<file path="src/rtl/alu_flags_stage.sv">
// alu_flags_stage: registered NZCV flag stage behind the CLA add/sub datapath.
// Holds one output entry plus a single skid entry so in_ready can be a pure
// register. Also tracks a sticky overflow flag and a saturating overflow count.
module alu_flags_stage #(
  parameter int WIDTH = 32,
  parameter int CNT_W = 8
) (
  input  logic             clk,
  input  logic             rst,
  input  logic             in_valid,
  output logic             in_ready,
  input  logic [WIDTH-1:0] in_sum,
  input  logic             in_c,
  input  logic             in_of,
  input  logic             in_sub,
  output logic             out_valid,
  input  logic             out_ready,
  output logic [WIDTH-1:0] out_res,
  output logic             out_n,
  output logic             out_z,
  output logic             out_c,
  output logic             out_v,
  output logic             out_sub,
  input  logic             clr_sticky,
  output logic             sticky_v,
  output logic [CNT_W-1:0] ovf_cnt
);

  // Entry layout: {sub, v, c, z, n, res}
  localparam int EW    = WIDTH + 5;
  localparam int N_B   = WIDTH;
  localparam int Z_B   = WIDTH + 1;
  localparam int C_B   = WIDTH + 2;
  localparam int V_B   = WIDTH + 3;
  localparam int SUB_B = WIDTH + 4;

  logic [EW-1:0]    out_ent_q, out_ent_d;
  logic [EW-1:0]    skid_ent_q, skid_ent_d;
  logic             out_valid_q, out_valid_d;
  logic             skid_valid_q, skid_valid_d;
  logic             sticky_q, sticky_d;
  logic [CNT_W-1:0] cnt_q, cnt_d;

  logic          accept;
  logic          ovf_ev;
  logic [EW-1:0] in_ent;

  // Ready depends only on skid occupancy, so there is no comb path from out_ready.
  assign in_ready = ~skid_valid_q;
  assign accept   = in_valid & in_ready;
  assign ovf_ev   = accept & in_of;

  // Flags are derived once at capture and travel with the entry.
  assign in_ent = {in_sub, in_of, in_c, (in_sum == '0), in_sum[WIDTH-1], in_sum};

  // Output/skid next state: skid always drains ahead of new input to keep FIFO order.
  always_comb begin
    out_ent_d    = out_ent_q;
    out_valid_d  = out_valid_q;
    skid_ent_d   = skid_ent_q;
    skid_valid_d = skid_valid_q;
    if (!out_valid_q || out_ready) begin
      if (skid_valid_q) begin
        out_ent_d    = skid_ent_q;
        skid_valid_d = 1'b0;
      end else if (accept) begin
        out_ent_d = in_ent;
      end
      out_valid_d = skid_valid_q | accept;
      // Skid moved out while a new entry arrives: new entry refills the skid.
      if (skid_valid_q && accept) begin
        skid_ent_d   = in_ent;
        skid_valid_d = 1'b1;
      end
    end else if (accept) begin
      skid_ent_d   = in_ent;
      skid_valid_d = 1'b1;
    end
  end

  // Sticky overflow and saturating count; a same-cycle overflow wins over clear.
  always_comb begin
    sticky_d = sticky_q | ovf_ev;
    cnt_d    = cnt_q;
    if (clr_sticky) begin
      sticky_d = ovf_ev;
      cnt_d    = ovf_ev ? {{(CNT_W-1){1'b0}}, 1'b1} : '0;
    end else if (ovf_ev && (cnt_q != '1)) begin
      cnt_d = cnt_q + 1'b1;
    end
  end

  // State registers with synchronous reset; reset discards both entries.
  always_ff @(posedge clk) begin
    if (rst) begin
      out_ent_q    <= '0;
      skid_ent_q   <= '0;
      out_valid_q  <= 1'b0;
      skid_valid_q <= 1'b0;
      sticky_q     <= 1'b0;
      cnt_q        <= '0;
    end else begin
      out_ent_q    <= out_ent_d;
      skid_ent_q   <= skid_ent_d;
      out_valid_q  <= out_valid_d;
      skid_valid_q <= skid_valid_d;
      sticky_q     <= sticky_d;
      cnt_q        <= cnt_d;
    end
  end

  assign out_valid = out_valid_q;
  assign out_res   = out_ent_q[WIDTH-1:0];
  assign out_n     = out_ent_q[N_B];
  assign out_z     = out_ent_q[Z_B];
  assign out_c     = out_ent_q[C_B];
  assign out_v     = out_ent_q[V_B];
  assign out_sub   = out_ent_q[SUB_B];
  assign sticky_v  = sticky_q;
  assign ovf_cnt   = cnt_q;

endmodule

</file>
<file path="config.mk">
export PLATFORM = sky130hd
export DESIGN_NAME = alu_flags_stage
export DESIGN_NICKNAME = d
export VERILOG_FILES = /design/src/rtl/alu_flags_stage.sv
export SDC_FILE = /design/constraint.sdc
export NUM_CORES = 1
export LEC_CHECK = 0
export CORE_UTILIZATION = 39
export CTS_CLUSTER_DIAMETER = 60
export DETAILED_ROUTE_END_ITERATION = 8
export PLACE_DENSITY = 0.77
export REMOVE_ABC_BUFFERS = 1
export SLEW_MARGIN = 20
export SYNTH_ARGS = -nofsm -noshare
export SYNTH_HDL_FRONTEND = slang
export SYNTH_SLANG_ARGS = --single-unit
</file>
<file path="constraint.sdc">
create_clock -name clk -period 1.64 [get_ports clk]
set_input_delay 0.246 -clock clk [delete_from_list [all_inputs] [get_ports clk]]
set_output_delay 0.246 -clock clk [all_outputs]
set_load 0.02 [all_outputs]
</file>
==> impl_results.md <==
* Remaining Overflow, GRT at 0
* Initial core utilization at 0.410
* Worst Max-Slew Pin Slew at 0.338 ns
* Final hold viol count at 0
* Count leader, synth: dfxtp_1
* DIE AREA at 9140 um2
* Initial antenna violation count at 0
* Cell area after layout at 4920 um2
* Gr usage total at 0.189
* Final Critical Period at 1.56 ns
* Clock Path Buffers at 2
* Cell Rows at 33
* Slew Limit Headroom at 0.775
* Syn Inst Count at 389
* Register bit total from synthesis at 83
* Crit path required time at 1.87 ns
* Max cap viols at 0
* Combinational share of power at 0.160
* Placed insts at 599
* Finish-stage setup viols at 0
* Post-detail-place hpwl at 5.86 mm
* Largest net degree at the start of global routing at 51
* Global-route wire length before repair at 13.4 mm
* Kind of critical path: in -> reg
* Max VDD drop at 0.458 mV
* Reg2Reg Depth at 6
* Sw Share at 0.240
* Crit-path max FO at 2
* PD cells at 949 nW/um2
* Yosys warning total at 0
* Clk pwr share at 0.375
* Leakage at 0.00184 uW
* RSZ-0062 raised after global routing: true
* CP arrival at 1.80 ns
* Fin cells at 615
* Synth Flop Type: dfxtp_1
* Fin crit share at 0.954
* Post-DRT Antenna Nets at 0
* Detailed router's first-iteration violation count at 87
* Reg2reg start: ovf_cnt[0]$_SDFFE_PP0P_
* Routed length per instance at 13.6 um
* Hold Crit Class: in -> reg
* Mean Syn Cell Area at 8.78 um2
* Max stage delay on crit path at 0.44 ns
* Synthesized cell area at 3420 um2
* R2R Setup Slk at 0.08 ns
* Post-synth top area cell: dfxtp_1
* H-tree depth at 3
* Reg2reg end: ovf_cnt[7]$_SDFFE_PP0P_
* Post-layout net count at 546
* Synthesis-to-layout area growth at 43.9%
* Synth top area cells: dfxtp_1 (49%), mux2i_1 (11%), nand2_1 (8.0%)
* Die W at 95.6 um
* Most frequent cells after synthesis: dfxtp_1 (83), nand2_1 (73), a21oi_1 (41)
* Initial DRT Pass Iterations at 5
* Vias post-DR at 3140
* Fin. max-slew vios at 0
* CTS tree: yes
* Fmax at 639 MHz
* Ports at 88
* Setup Skew at 0.00760 ns
* Post-synth ARST share at 0
* Clock Tree Root: clkbuf_8
* Die height at 95.6 um
* Final estimated routing congestion in global placement at 0.877
* Port Buffers at 87
* Drt drc at 0
* P_sw at 1120 uW
* Finished Core Util at 0.589
* Setup crit end kind: flip-flop
* Internal Power at 3540 uW
* Seq/Total Area, Yosys at 0.486
* Sequential share of power at 0.465
* Hold EP: sticky_v$_SDFF_PP0_
* TritonCTS Buffers at 9
* Outcome: finished clean
* Worst-path clk slew at 0.09 ns
* CTS hold repair buffers at 0
* N_diodes at 0
* Total core area at 8340 um2
* Share of cells above drive strength 1 at 0.141
* Hold wc startpoint: rst
* Routed wire length at 8.36 mm
* Worst-skew pair later-pin latency at 0.33 ns
* Crit start category: input port
* WHS Path Cells at 2
* Vias/cell at 5.11
* # clock sinks at 83
* Post-synth EDFFs at 0
* Vias in the first global route at 2974
* Synth cell types at 41
* Crit-path slowest cell: clkdlybuf4s50_1
* Area fraction of the dominant cell type after synthesis at 0.486
* Placed Area at 4650 um2
* Worst path cell trace: clkdlybuf4s50_1, nor4_2, buf_4, nand4_1, or2_0, a311oi_1
placed cells by master (no fill, tap or decap), drive strengths merged:
cell,instances
clkdlybuf4s50,77
o21bai,1
o311a,1
ha,1
dlymetal6s2s,4
or3,2
clkbuf,11
and3b,1
a41o,1
nor2,42
a311oi,1
and2b,1
a31oi,3
inv,2
a21oi,41
mux2i,36
or2,2
or3b,1
o21ai,4
bufinv,3
dfxtp,83
and3,3
and2,1
dlygate4sd2,5
nand2,73
a21o,1
xnor2,1
clkinv,2
a22oi,1
nor3,2
nand4,3
a211oi,36
nand3,6
buf,47
nor4,8
nand3b,1
nand2b,2
power by group through the flow:
stage	combinational [uW]	sequential [uW]	clock, uW
2_1_floorplan	204	2310	0
3_3_place_gp	734	2210	0
3_5_place_dp	744	2220	0
4_1_cts	749	2170	1800
5_1_grt	804	2180	1880
6_report	745	2170	1750
metrics by stage:
| stage | power (uW) | setup WS, ns | TNS [ns] | hold WS (ns) |
|---|---|---|---|---|
| finish | 4660 | 0.0761 | 0 | 0.276 |
| global route | 4870 | -0.0272 | -0.0272 | 0.274 |
| CTS | 4720 | 0.00922 | 0 | 0.255 |
| detailed placement | 2960 | -0.348 | -6.49 | 0.446 |
| global placement | 2950 | -0.310 | -4.49 | 0.440 |
| floorplan | 2520 | -1.30 | -89.66 | 0.315 |
flip-flops by register name, summed over array words and instances, names as in the netlist:
| signal | cells |
|---|---|
| out_ent_q | 36 |
| out_valid | 1 |
| ovf_cnt | 8 |
| skid_ent_q | 36 |
| skid_valid_q | 1 |
| sticky_v | 1 |
area by class of cell:
class	count	area, um2
Tap cell	105	131
Fill cell	752	3420
Clock inverter	5	100
Inverter	2	7.51
Multi-Input combinational cell	276	1630
Clock buffer	11	141
Sequential cell	83	1660
Timing Repair Buffer	133	1240
critical path, delay by kind of cell:
| family | cells | cell delay (ns) |
|---|---|---|
| simple gates | 3 | 0.68 |
| buf+inv | 2 | 0.60 |
| compound gates | 1 | 0.27 |
routing by layer:
layer	GRT usage	wire length, um	part of all wire	vias to the layer above
met4	0.0634	48	0.0057	0
li1	-	-	-	1605
met1	0.230	3850	0.46	1464
met2	0.327	4130	0.49	67
met3	0.0423	319	0.038	4
met5	0	0	0	-
timing repair:
item / 4_1_cts / 5_1_grt
resized for setup: 6 / 6
pin swaps: 0 / 1
setup buffers: 0 / 0
endpoints found under the setup margin: 6 / 7
how the worst max path moves through the flow:
stage,start,end,depth (start not counted)
3_3_place_gp,in_sum[16],out_ent_q[33]$_SDFFE_PP0P_,6
2_1_floorplan,skid_valid_q$_SDFFE_PP0P_,out_ent_q[33]$_SDFFE_PP0P_,4
5_1_grt,in_sum[24],out_ent_q[33]$_SDFFE_PP0P_,6
6_report,in_sum[16],out_ent_q[33]$_SDFFE_PP0P_,6
4_1_cts,ovf_cnt[5]$_SDFFE_PP0P_,ovf_cnt[5],1
3_5_place_dp,in_sum[16],out_ent_q[33]$_SDFFE_PP0P_,6
kinds of logic after synthesis:
| family | after synthesis | share of synthesized area |
|---|---|---|
| buf+inv | 30 | 0.0414 |
| xor+xnor | 1 | 0.00256 |
| flops | 83 | 0.486 |
| compound gates | 90 | 0.167 |
| simple gates | 148 | 0.194 |
| fa+ha+maj | 1 | 0.00366 |
| mux | 36 | 0.105 |
Power figures use the tool's default switching activity.
